--- config.mk ---
export PLATFORM = sky130hd
export DESIGN_NAME = ptp
export DESIGN_NICKNAME = d
export VERILOG_FILES = /design/src/rtl/pdp6_iob.sv /design/src/rtl/pia_dec.sv /design/src/rtl/ptp.sv
export SDC_FILE = /design/constraint.sdc
export NUM_CORES = 1
export LEC_CHECK = 0
export ABC_AREA = 1
export CAP_MARGIN = 20
export CORE_MARGIN = 2
export CORE_UTILIZATION = 46
export CTS_CLUSTER_SIZE = 16
export DETAILED_ROUTE_END_ITERATION = 10
export PLACE_DENSITY = 0.85
export REMOVE_ABC_BUFFERS = 1
export SLEW_MARGIN = 0
export SYNTH_ARGS = -nofsm -noshare
export SYNTH_HDL_FRONTEND = slang
export SYNTH_SLANG_ARGS = --single-unit
--- constraint.sdc ---
create_clock -name clk -period 3.8 [get_ports clk]
set_clock_uncertainty 0.05 [all_clocks]
set_input_delay 1.14 -clock clk [delete_from_list [all_inputs] [get_ports clk]]
set_output_delay 1.14 -clock clk [all_outputs]
set_load 0.02 [all_outputs]
--- src/rtl/pdp6_iob.sv ---
// Shared PDP-6 IO bus definitions: PDP-6 bit positions (bit 0 is the MSB)
// and the paper-tape-punch state encoding.
package pdp6_iob;

  localparam int BIT_BINARY  = 30;
  localparam int BIT_BUSY    = 31;
  localparam int BIT_DONE    = 32;
  localparam int BIT_PIA_HI  = 33;
  localparam int BIT_PIA_LO  = 35;
  localparam int BIT_DATA_HI = 28;
  localparam int BIT_DATA_LO = 35;

  typedef enum logic [1:0] {
    PTP_IDLE,
    PTP_WAIT,
    PTP_PUNCH
  } ptp_state_e;

endpackage

--- src/rtl/pia_dec.sv ---
// Priority-interrupt channel decoder: raises one of the seven PI request
// lines when a device is done and has a nonzero channel assignment.
module pia_dec (
  input  logic [2:0] pia_i,
  input  logic       req_i,
  output logic [1:7] pi_o
);

  always_comb begin
    pi_o = '0;
    for (int i = 1; i <= 7; i++) begin
      pi_o[i] = req_i && (pia_i == 3'(i));
    end
  end

endmodule

--- src/rtl/ptp.sv ---
// PDP-6 paper tape punch: CONO/DATAO/CONI device on the IO bus that punches
// one frame per DATAO and hands it to a host sink over valid/ready.
module ptp
  import pdp6_iob::*;
#(
  parameter logic [6:0]  DEVNO     = 7'o020,
  parameter logic [15:0] PUNCH_CYC = 16'd100
) (
  input  logic        clk,
  input  logic        reset,
  input  logic        iobus_iob_reset,
  input  logic [3:9]  iobus_ios,
  input  logic        iobus_cono_clear,
  input  logic        iobus_cono_set,
  input  logic        iobus_datao_clear,
  input  logic        iobus_datao_set,
  input  logic        iobus_iob_fm_status,
  input  logic [0:35] iobus_iob_in,
  output logic [0:35] iobus_iob_out,
  output logic [1:7]  iobus_pi_req,
  input  logic        sw_feed,
  output logic        frame_valid,
  output logic [7:0]  frame,
  input  logic        frame_ready
);

  ptp_state_e  state_q, state_d;
  logic [2:0]  pia_q, pia_d;
  logic        done_q, done_d;
  logic        busy_q, busy_d;
  logic        binary_q, binary_d;
  logic [7:0]  data_q, data_d;
  logic [15:0] cnt_q, cnt_d;
  logic        feed_q, feed_d;
  logic [7:0]  frame_q, frame_d;
  logic        valid_q, valid_d;
  logic        sel;
  logic        datao;
  logic        unusedBusBits;

  assign sel           = (iobus_ios == DEVNO);
  assign datao         = sel && (iobus_datao_clear || iobus_datao_set);
  assign unusedBusBits = ^iobus_iob_in[0:27] ^ iobus_iob_in[29];

  // The frame is captured from the buffer as updated this cycle, so a late
  // DATAO in WAIT still lands; flag updates apply handshake, then CONO, then DATAO.
  always_comb begin
    state_d  = state_q;
    pia_d    = pia_q;
    done_d   = done_q;
    busy_d   = busy_q;
    binary_d = binary_q;
    data_d   = data_q;
    cnt_d    = cnt_q;
    feed_d   = feed_q;
    frame_d  = frame_q;
    valid_d  = valid_q;

    if (sel && iobus_datao_clear) data_d = '0;
    if (sel && iobus_datao_set)   data_d = data_d | iobus_iob_in[BIT_DATA_HI:BIT_DATA_LO];

    case (state_q)
      PTP_IDLE: begin
        if (datao) begin
          state_d = PTP_WAIT;
          cnt_d   = PUNCH_CYC - 16'd1;
          feed_d  = 1'b0;
        end else if (sw_feed && !busy_q) begin
          state_d = PTP_WAIT;
          cnt_d   = PUNCH_CYC - 16'd1;
          feed_d  = 1'b1;
        end
      end
      PTP_WAIT: begin
        if (cnt_q == 16'd0) begin
          state_d = PTP_PUNCH;
          valid_d = 1'b1;
          if (feed_q)        frame_d = 8'h00;
          else if (binary_q) frame_d = {2'b10, data_d[5:0]};
          else               frame_d = data_d;
        end else begin
          cnt_d = cnt_q - 16'd1;
        end
      end
      PTP_PUNCH: begin
        if (frame_ready) begin
          state_d = PTP_IDLE;
          valid_d = 1'b0;
          busy_d  = 1'b0;
          if (!feed_q) done_d = 1'b1;
        end
      end
      default: state_d = PTP_IDLE;
    endcase

    if (sel && iobus_cono_clear) begin
      pia_d    = '0;
      done_d   = 1'b0;
      busy_d   = 1'b0;
      binary_d = 1'b0;
    end
    if (sel && iobus_cono_set) begin
      binary_d = binary_d | iobus_iob_in[BIT_BINARY];
      busy_d   = busy_d   | iobus_iob_in[BIT_BUSY];
      done_d   = done_d   | iobus_iob_in[BIT_DONE];
      pia_d    = pia_d    | iobus_iob_in[BIT_PIA_HI:BIT_PIA_LO];
    end
    if (datao) begin
      done_d = 1'b0;
      busy_d = 1'b1;
    end
  end

  always_ff @(posedge clk) begin
    if (reset || iobus_iob_reset) begin
      state_q  <= PTP_IDLE;
      pia_q    <= '0;
      done_q   <= 1'b0;
      busy_q   <= 1'b0;
      binary_q <= 1'b0;
      data_q   <= '0;
      cnt_q    <= '0;
      feed_q   <= 1'b0;
      frame_q  <= '0;
      valid_q  <= 1'b0;
    end else begin
      state_q  <= state_d;
      pia_q    <= pia_d;
      done_q   <= done_d;
      busy_q   <= busy_d;
      binary_q <= binary_d;
      data_q   <= data_d;
      cnt_q    <= cnt_d;
      feed_q   <= feed_d;
      frame_q  <= frame_d;
      valid_q  <= valid_d;
    end
  end

  always_comb begin
    iobus_iob_out = '0;
    if (iobus_iob_fm_status && sel) begin
      iobus_iob_out[BIT_BINARY]             = binary_q;
      iobus_iob_out[BIT_BUSY]               = busy_q;
      iobus_iob_out[BIT_DONE]               = done_q;
      iobus_iob_out[BIT_PIA_HI:BIT_PIA_LO]  = pia_q;
    end
  end

  pia_dec u_pia_dec (
    .pia_i (pia_q),
    .req_i (done_q),
    .pi_o  (iobus_pi_req)
  );

  assign frame_valid = valid_q;
  assign frame       = frame_q;

endmodule

==> out/metrics.cfg, run 1 <==
[global_route]
grt_pass1_wl_um=9791
first_global_vias=2162
grt_use_total=0.1967
antenna_found_initial=0
grt_max_degree=29
grt_overflow=0

[hold_path]
min-delay-path-class=reg -> reg
hold_end=frame[6]
hold_depth=2
holdCritStartpoint=frame[6]

[logic_synthesis]
ys_seq_area_frac=0.3345
synth_edf_count=0
syn_inst=382
syn_area_um2=2514
synth_top_area_share=0.3345
synth-main-ff-cell=dfxtp_1
netlist_top_cells_area=dfxtp_1 33%, nand2_1 14%, buf_4 9.6%
async_flop_share=0
ys_ff_latch=42
syn_avg_cell_area_um2=6.580
yosysUniqueCellTypes=29
yosysWarnings=0
yosysTopAreaCell=dfxtp_1

[critical_path]
cp.depth=7
critPathCaptureType=output pin
reg2reg_from=state_q[0]
path_max_fanout=6
reg2reg_depth=5
cp_slowest_stage_delay_ns=0.40
arrival_ns=2.42
cpMostUsedCell=nor2_1
critPathSlowestCell=clkdlybuf4s50_1
crit_family=buffers and inverters
crit_chain=clkdlybuf4s50_1 > nor2_1 > nand2_1 > nor2_1 > nand2_2 > nor2_1 > dlygate4sd2_1
path_class=in -> out
r2r_setup_slack_ns=2.00
cp.required_ns=2.61
rr_endpoint=frame[5]
start_kind=input pin
path_buf_inv=2

[place]
gp_congestion=0.9075
dp_hpwl_um=4271
pre_cts_slack_ns=-0.1752
portBuffers=46

[drt]
post-route-drc-count=0
vias=2428
viasPerCell=4.866
drt_iter0_drc=152
finalWirelength_um=5865
post_drt_wl_per_cell_um=11.75
antenna_left=0
drtPass1Iterations=4

[timing]
fin_ws_ns=0.1874
slew_headroom=0.6100
worstMarginPinSlew_ns=0.5828
period_share=0.9507
fmax_mhz=276.8
rsz0062_at_grt=no
final-setup-viol-count=0
final-hold-violation-count=0
min_period_ns=3.613
drv_slew=0

[power_and_ir_drop]
powerDensity_nw_per_um2=312.5
power.leakage_nw=1.281
vdd_drop_max_uv=194.0
total_power_w=0.0009282

[cts]
clockBufferDepth=2
cts_buffers=5
cts.sinks=42
h-tree-depth=2
clk_latency_ns=0.30
clkTransAtPathRegs_ns=0.08
cts-root-buf=clkbuf_8
cts_tree=built
hold_buffers=0
post-cts-setup-buffer-count=0

[run]
cap_violations=0

[run_status]
status=complete, no violations

[final_layout]
finalNetCount=482
final_common_cell=nand2_1
n_antenna_cell=0
fill_cells=493
area_growth_pct=18.17
utilization=0.5707
post_route_cells_drive_above_1_share=0.07459
seqCellArea_um2=840.8
multi_input_area_um2=1326
final_cell_mix=95 x nand2_1, 54 x nor2_1, 42 x dfxtp_1, 41 x nand3_1

[die]
initial_core_util=0.4829
io_pins=105
die_area_um2=6072
design.core.area_um2=5205
die_w_um=77.92
row_count=26
dieHeight_um=77.92

worst max-delay path by stage:
| stage | start | endpoint | slack (ns) |
|---|---|---|---|
| floorplan | iobus_ios[6] | iobus_iob_out[30] | 0.44 |
| global placement | iobus_ios[6] | iobus_iob_out[34] | -0.14 |
| detailed placement | iobus_ios[6] | iobus_iob_out[34] | -0.18 |
| CTS | iobus_ios[6] | iobus_iob_out[34] | 0.11 |
| global route | iobus_ios[8] | iobus_iob_out[30] | 0.05 |
| finish | iobus_ios[6] | iobus_iob_out[30] | 0.19 |
cell families (layout without fill, tap and decap cells):
group / count (synthesis) / count (layout) / synth area share
XOR/XNOR: 3 / 3 / 0.01045
other: 1 / 30 / 0.001492
flip-flops: 42 / 42 / 0.3345
adder cells (fa/ha/maj): 1 / 1 / 0.004977
buffers and inverters: 80 / 98 / 0.1822
AND/OR/NAND/NOR: 211 / 211 / 0.3743
AO/OA/AOI/OAI: 44 / 44 / 0.09209
per-stage QoR:
| stage | hold WS, ns | cells | TNS, ns | area [um2] |
|---|---|---|---|---|
| after floorplan | 0.3953 | 373 | 0 | 2336 |
| after global placement | 0.4025 | 491 | -0.7757 | 2899 |
| after detailed placement | 0.4087 | 491 | -0.8781 | 2899 |
| after CTS | 0.4205 | 499 | 0 | 2982 |
| after global routing | 0.4336 | 499 | 0 | 2970 |
| final | 0.4252 | 499 | 0 | 2970 |
power breakdown:
part	internal [W]	switching [W]
sequential	0.000445	0.00000548
clock	0.000129	0.000165
combinational	0.0000624	0.000121
total	0.000637	0.000291
metal layers:
| metal | track usage | vias up | part of all wire |
|---|---|---|---|
| met5 | 0 | - | 0 |
| met4 | 0.08246 | 0 | 0.021 |
| met3 | 0.03488 | 12 | 0.056 |
| met2 | 0.3302 | 78 | 0.48 |
| met1 | 0.2477 | 1109 | 0.44 |
| li1 | - | 1229 | - |
tightest hold or removal path: stages, from the launching register on:
cell,delay [ns]
dfxtp_1,0.32
nand2_1,0.06
a21oi_1,0.05
repair_timing:
item,CTS,global route
gates resized for setup,6,10
hold endpoints to repair,0,0
endpoints found under the setup margin,6,6
cloned,0,0
synth_stat cells (all sizes together), types with 2 or more instances:
cell type and instances:
nor3 2, nand2 104, nor3b 2, dfxtp 42
nor2 59, inv 41, o21bai 2, o21ai 12
nand3 42, buf 34, xnor2 3, a21oi 29
clkbuf 4
state kept, by name, indices dropped and copies added (netlist names), 2 cells and up:
| register | count |
|---|---|
| cnt_q | 16 |
| data_q | 8 |
| frame | 8 |
| pia_q | 3 |
| state_q | 2 |
cell type report:
type | count | area share
multi-input cells | 289 | 0.4465
flip-flops and latches | 42 | 0.2831
repair buffers | 48 | 0.1529
inverters | 42 | 0.05771
well taps | 70 | 0.02949
clock buffers | 5 | 0.02317
clock inverters | 3 | 0.007161
Power figures use the tool's default switching activity.
==> inputs of run 2 (changes only) <==
==> constraint.sdc (replaced) <==
create_clock -name clk -period 3.8 [get_ports clk]
set_clock_uncertainty 0.05 [all_clocks]
set_input_delay 0.57 -clock clk [delete_from_list [all_inputs] [get_ports clk]]
set_output_delay 0.57 -clock clk [all_outputs]
set_load 0.02 [all_outputs]
==> out/metrics.cfg, run 2 (synthesis results as in run 1) <==
[cts]
cts-root-buf=clkbuf_8  ; unchanged
hold_buffers=0  ; unchanged
cts.sinks=42  ; unchanged
clkTransAtPathRegs_ns=0.08  ; about the same
h-tree-depth=2  ; unchanged
cts_tree=built  ; unchanged
clk_latency_ns=0.30  ; about the same
cts_buffers=5  ; unchanged
post-cts-setup-buffer-count=0  ; unchanged
cts_resized=0  ; was 6
clockBufferDepth=2  ; unchanged

[run_status]
status=complete, no violations  ; unchanged

[die]
die_w_um=77.92  ; unchanged
initial_core_util=0.4829  ; unchanged
design.core.area_um2=5205  ; unchanged
die_area_um2=6072  ; unchanged
row_count=26  ; unchanged
io_pins=105  ; unchanged
dieHeight_um=77.92  ; unchanged

[timing]
slew_headroom=0.6038  ; was 0.6100
min_period_ns=2.988  ; was 3.613 ns
rsz0062_at_grt=no  ; unchanged
setup_tns_ns=0  ; unchanged
period_share=0.7862  ; was 0.9507
final-hold-violation-count=0  ; unchanged
drv_slew=0  ; unchanged
holdWs_ns=0.4232  ; was 0.4252 ns
final-setup-viol-count=0  ; unchanged
fin_ws_ns=0.8124  ; was 0.1874 ns
worstMarginPinSlew_ns=0.5928  ; was 0.5828 ns
fmax_mhz=334.7  ; was 276.8 MHz

[place]
dp_hpwl_um=4455  ; was 4271 um
gp_congestion=0.8906  ; was 0.9075
portBuffers=46  ; unchanged
pre_cts_slack_ns=0.8239  ; was -0.1752 ns
dpl_cell_area_um2=2899  ; unchanged

[critical_path]
arrival_ns=2.37  ; was 2.42 ns
cp_slowest_stage_delay_ns=0.62  ; was 0.40 ns
path_max_fanout=11  ; was 6
cp.required_ns=3.18  ; was 2.61 ns
start_kind=input pin  ; unchanged
path_class=in -> out  ; unchanged
critPathSlowestCell=clkdlybuf4s50_1  ; unchanged
r2r_setup_slack_ns=1.96  ; was 2.00 ns
rr_endpoint=frame[2]  ; was frame[5]
reg2reg_from=state_q[0]  ; unchanged
crit_chain=clkdlybuf4s50_1 > nor2_1 > nand2_1 > nor2_1 > buf_4 > nand2_1 > nor2_1 > clkdlybuf4s50_1  ; was clkdlybuf4s50_1 > nor2_1 > nand2_1 > nor2_1 > nand2_2 > nor2_1 > dlygate4sd2_1
reg2reg_depth=5  ; unchanged
cpMostUsedCell=nor2_1  ; unchanged
critPathCaptureType=output pin  ; unchanged

[power_and_ir_drop]
seq_power_share=0.419  ; was 0.486
switchingPower_w=0.0002885  ; was 0.0002913 W
powerDensity_nw_per_um2=354.0  ; was 312.5 nW/um2
total_power_w=0.001077  ; was 0.0009282 W
internal-power_w=0.0007882  ; was 0.0006369 W
clkPwrFrac=0.410  ; was 0.317
p_comb_frac=0.171  ; was 0.198
power.leakage_nw=1.297  ; was 1.281 nW
swShare=0.2679  ; was 0.3139
vdd_drop_max_uv=207.4  ; was 194.0 uV

[hold_path]
hold_end=frame_valid  ; was frame[6]
holdCritStartpoint=frame_valid  ; was frame[6]
min-delay-path-class=reg -> reg  ; unchanged
hold_depth=2  ; unchanged

[drt]
antenna_left=0  ; unchanged
drt_iter0_drc=178  ; was 152
post_drt_wl_per_cell_um=12.24  ; was 11.75 um
viasPerCell=4.880  ; was 4.866
vias=2435  ; was 2,428
finalWirelength_um=6110  ; was 5865 um
drtPass1Iterations=4  ; unchanged
post-route-drc-count=0  ; unchanged

[final_layout]
n_antenna_cell=0  ; unchanged
final_cell_mix=96 x nand2_1, 54 x nor2_1, 46 x clkdlybuf4s50_1, 42 x dfxtp_1, 41 x nand3_1  ; was 95 x nand2_1, 54 x nor2_1, 42 x dfxtp_1, 41 x nand3_1
post_route_cells_drive_above_1_share=0.06294  ; was 0.07459
area_growth_pct=21.01  ; was 18.17%
finalNetCount=482  ; unchanged
regMostFlops=cnt_q  ; unchanged
final_common_cell=nand2_1  ; unchanged
final_area_um2=3042  ; was 2970 um2
largest_reg_flops=16  ; unchanged

[global_route]
first_global_vias=2291  ; was 2,162
grt_pass1_wl_um=10150  ; was 9791 um
grt_max_degree=29  ; unchanged
antenna_found_initial=0  ; unchanged
grt_overflow=0  ; unchanged
grt_use_total=0.2049  ; was 0.1967

[run]
cap_violations=0  ; unchanged

-- run 2: worst max-delay path by stage --
stage | from | end | slack [ns] | cells after the start
floorplan | iobus_ios[6] | iobus_iob_out[30] | 1.58 | 5
global placement | iobus_ios[6] | iobus_iob_out[34] | 0.91 | 8
detailed placement | iobus_ios[6] | iobus_iob_out[34] | 0.82 | 8
CTS | iobus_ios[6] | iobus_iob_out[34] | 0.82 | 8
global route | iobus_ios[6] | iobus_iob_out[35] | 0.66 | 8
finish | iobus_ios[6] | iobus_iob_out[34] | 0.81 | 8
-- run 2: final cells by class --
class	count	area, um2
fill	504	2163
multi-input combinational	289	1324
sequential	42	840.8
timing repair buffer	48	475.5
inverter	42	171.4
tap	70	87.58
clock buffer	6	82.58
clock inverter	2	60.06
-- run 2: power by group through the flow --
stage | Sequential (W) | Combinational (W) | Clock (W)
6_report | 0.000451 | 0.000185 | 0.000441
5_1_grt | 0.000452 | 0.000204 | 0.000460
4_1_cts | 0.000451 | 0.000183 | 0.000441
3_3_place_gp | 0.000461 | 0.000177 | 0
3_5_place_dp | 0.000461 | 0.000181 | 0
2_1_floorplan | 0.000460 | 0.000130 | 0
-- run 2: worst max-delay path, delay by kind of cell --
family / cells / cell delay [ns]
buffers and inverters: 3 / 1.21
and+or+nand+nor: 5 / 0.58
-- run 2: routing by layer --
| metal | share of wire | track usage |
|---|---|---|
| met1 | 0.43 | 0.2468 |
| met2 | 0.49 | 0.3526 |
| met3 | 0.058 | 0.04186 |
| met4 | 0.019 | 0.08772 |
| met5 | 0 | 0 |
-- run 2: through the flow --
stage          utilization  instances
6_report            0.5844        499
5_1_grt             0.5844        499
3_5_place_dp        0.5570        491
3_3_place_gp        0.5570        491
4_1_cts             0.5844        499
2_1_floorplan            -        373
==> inputs of run 3 (changes only) <==
--- a/config.mk
+++ b/config.mk
@@ -8,10 +8,10 @@
 export ABC_AREA = 1
 export CAP_MARGIN = 20
 export CORE_MARGIN = 2
-export CORE_UTILIZATION = 46
+export CORE_UTILIZATION = 43
 export CTS_CLUSTER_SIZE = 16
 export DETAILED_ROUTE_END_ITERATION = 10
-export PLACE_DENSITY = 0.85
+export PLACE_DENSITY = 0.81
 export REMOVE_ABC_BUFFERS = 1
 export SLEW_MARGIN = 0
 export SYNTH_ARGS = -nofsm -noshare
==> constraint.sdc (replaced) <==
create_clock -name clk -period 3.01 [get_ports clk]
set_clock_uncertainty 0.05 [all_clocks]
set_input_delay 0.4515 -clock clk [delete_from_list [all_inputs] [get_ports clk]]
set_output_delay 0.4515 -clock clk [all_outputs]
set_load 0.02 [all_outputs]
==> out/metrics.cfg, run 3 (synthesis results as in run 1) <==
[run_status]
status=complete, no violations  ; unchanged

[place]
place_inst=494  ; was 491
pre_cts_slack_ns=0.4618  ; was 0.8239 ns
dp_hpwl_um=4265  ; was 4455 um
portBuffers=46  ; unchanged
gp_congestion=0.8929  ; was 0.8906
dpl_cell_area_um2=2909  ; was 2899 um2

[die]
die_area_um2=6473  ; was 6072 um2
dieHeight_um=80.46  ; was 77.92 um
die_w_um=80.46  ; was 77.92 um
design.core.area_um2=5574  ; was 5205 um2
io_pins=105  ; unchanged
row_count=27  ; was 26
initial_core_util=0.4510  ; was 0.4829

[timing]
final-hold-violation-count=0  ; unchanged
fin_ws_ns=0.4668  ; was 0.8124 ns
worstMarginPinSlew_ns=0.5042  ; was 0.5928 ns
period_share=0.8449
fmax_mhz=393.2
min_period_ns=2.543
rsz0062_at_grt=no  ; unchanged
setup_tns_ns=0  ; unchanged
final-setup-viol-count=0  ; unchanged
slew_headroom=0.6634  ; was 0.6038
drv_slew=0  ; unchanged

[final_layout]
multi_input_area_um2=1324  ; unchanged
fin_cells=502  ; was 499
final_common_cell=nand2_1  ; unchanged
regMostFlops=cnt_q  ; unchanged
utilization=0.5389  ; was 0.5844
final_area_um2=3004  ; was 3042 um2
n_antenna_cell=0  ; unchanged
final_cell_mix=96 x nand2_1, 54 x nor2_1, 46 x clkdlybuf4s50_1, 42 x dfxtp_1, 41 x nand3_1  ; unchanged
fill_cells=520  ; was 504
post_route_cells_drive_above_1_share=0.06512  ; was 0.06294
seqCellArea_um2=840.8  ; unchanged
finalNetCount=483  ; was 482
area_growth_pct=19.51  ; was 21.01%
largest_reg_flops=16  ; unchanged

[critical_path]
rr_endpoint=frame[3]  ; was frame[2]
reg2reg_from=cnt_q[0]  ; was state_q[0]
cpMostUsedCell=nor2_1  ; unchanged
critPathSlowestCell=clkdlybuf4s50_1  ; unchanged
crit_chain=clkdlybuf4s50_1 > nor2_1 > nand2_1 > nor2_1 > nand2_1 > nor2_1 > clkdlybuf4s50_1  ; was clkdlybuf4s50_1 > nor2_1 > nand2_1 > nor2_1 > buf_4 > nand2_1 > nor2_1 > clkdlybuf4s50_1
critPathCaptureType=output pin  ; unchanged
cp.required_ns=2.51  ; was 3.18 ns
timing.critical_path.to=iobus_iob_out[31]  ; was iobus_iob_out[34]
r2r_setup_slack_ns=1.36  ; was 1.96 ns
path_max_fanout=6  ; was 11
path_class=in -> out  ; unchanged
arrival_ns=2.04  ; was 2.37 ns
cp_slowest_stage_delay_ns=0.62  ; about the same
reg2reg_depth=7  ; was 5
crit_start=iobus_ios[8]  ; was iobus_ios[6]
start_kind=input pin  ; unchanged

[global_route]
grt.busiest_layer=met2  ; unchanged
use_met1=0.2407  ; was 0.2468
gr-usage-met3=0.03371  ; was 0.04186
grt_overflow=0  ; unchanged
grt_use_total=0.1868  ; was 0.2049
grt_max_degree=29  ; unchanged
antenna_found_initial=0  ; unchanged
first_global_vias=2078  ; was 2,291
grt_util_met2=0.3033  ; was 0.3526
grt_pass1_wl_um=9508  ; was 10,150 um

[drt]
finalWirelength_um=5686  ; was 6110 um
viasPerCell=4.705  ; was 4.880
drt_iter0_drc=130  ; was 178
vias=2362  ; was 2,435
post_drt_wl_per_cell_um=11.33  ; was 12.24 um
drtPass1Iterations=5  ; was 4
post-route-drc-count=0  ; unchanged
antenna_left=0  ; unchanged

[cts]
cts_resized=0  ; unchanged
hold_buffers=0  ; unchanged
post-cts-setup-buffer-count=0  ; unchanged
h-tree-depth=2  ; unchanged
clkTransAtPathRegs_ns=0.10  ; was 0.08 ns
cts.sinks=42  ; unchanged
clk_latency_ns=0.31  ; was 0.30 ns
cts-root-buf=clkbuf_8  ; unchanged
cts_tree=built  ; unchanged
clockBufferDepth=2  ; unchanged
cts_buffers=5  ; unchanged

[run]
cap_violations=0  ; unchanged

[power_and_ir_drop]
power.leakage_nw=1.279  ; was 1.297 nW
powerDensity_nw_per_um2=397.8  ; was 354.0 nW/um2
vdd_drop_max_uv=305.4  ; was 207.4 uV

[hold_path]
min-delay-path-class=reg -> reg  ; unchanged

[run 3: changes by cell type in the layout (fill, tap and decap cells not counted), sizes merged]
cell    previous run  this run
clkbuf             6         5
inv               41        44
bufinv             3         1
buf                2         3
[run 3: final cells by class]
cell class              count  area share
inverters                  42     0.05706
clock buffers               5     0.02291
well taps                  72     0.02999
flip-flops and latches     42      0.2799
repair buffers             49      0.1608
multi-input cells         289      0.4407
clock inverters             3    0.008746
[run 3: critical path: cells and delay by family]
family,cells,cell delay [ns]
buffers and inverters,2,1.01
and+or+nand+nor,5,0.59
[run 3: metal layers]
metal / vias to the layer above / wire length (um)
met5: - / 0
met4: 0 / 87
met3: 5 / 276
met2: 61 / 2718
met1: 1062 / 2605
li1: 1234 / -
[run 3: metrics by stage]
stage	total power, W	hold WS (ns)
global placement	0.0008066	0.4024
CTS	0.001203	0.4236
detailed placement	0.0008105	0.4089
finish	0.001195	0.4211
floorplan	0.0007444	0.3953
global route	0.001254	0.4472
[run 3: how the worst min path moves through the flow]
stage           startpoint          end  slack, ns  depth (start not counted)
2_1_floorplan     binary_q     binary_q       0.40                          2
3_3_place_gp      frame[1]     frame[1]       0.40                          2
3_5_place_dp      frame[1]     frame[1]       0.41                          2
4_1_cts           frame[1]     frame[1]       0.42                          2
5_1_grt        frame_valid  frame_valid       0.45                          2
6_report          frame[1]     frame[1]       0.42                          2
[run 3: report_power, final]
| group | total [W] | internal (W) | switching [W] |
|---|---|---|---|
| Sequential | 0.000569 | 0.000562 | 0.00000661 |
| Clock | 0.000396 | 0.000172 | 0.000223 |
| Combinational | 0.000230 | 0.0000797 | 0.000151 |
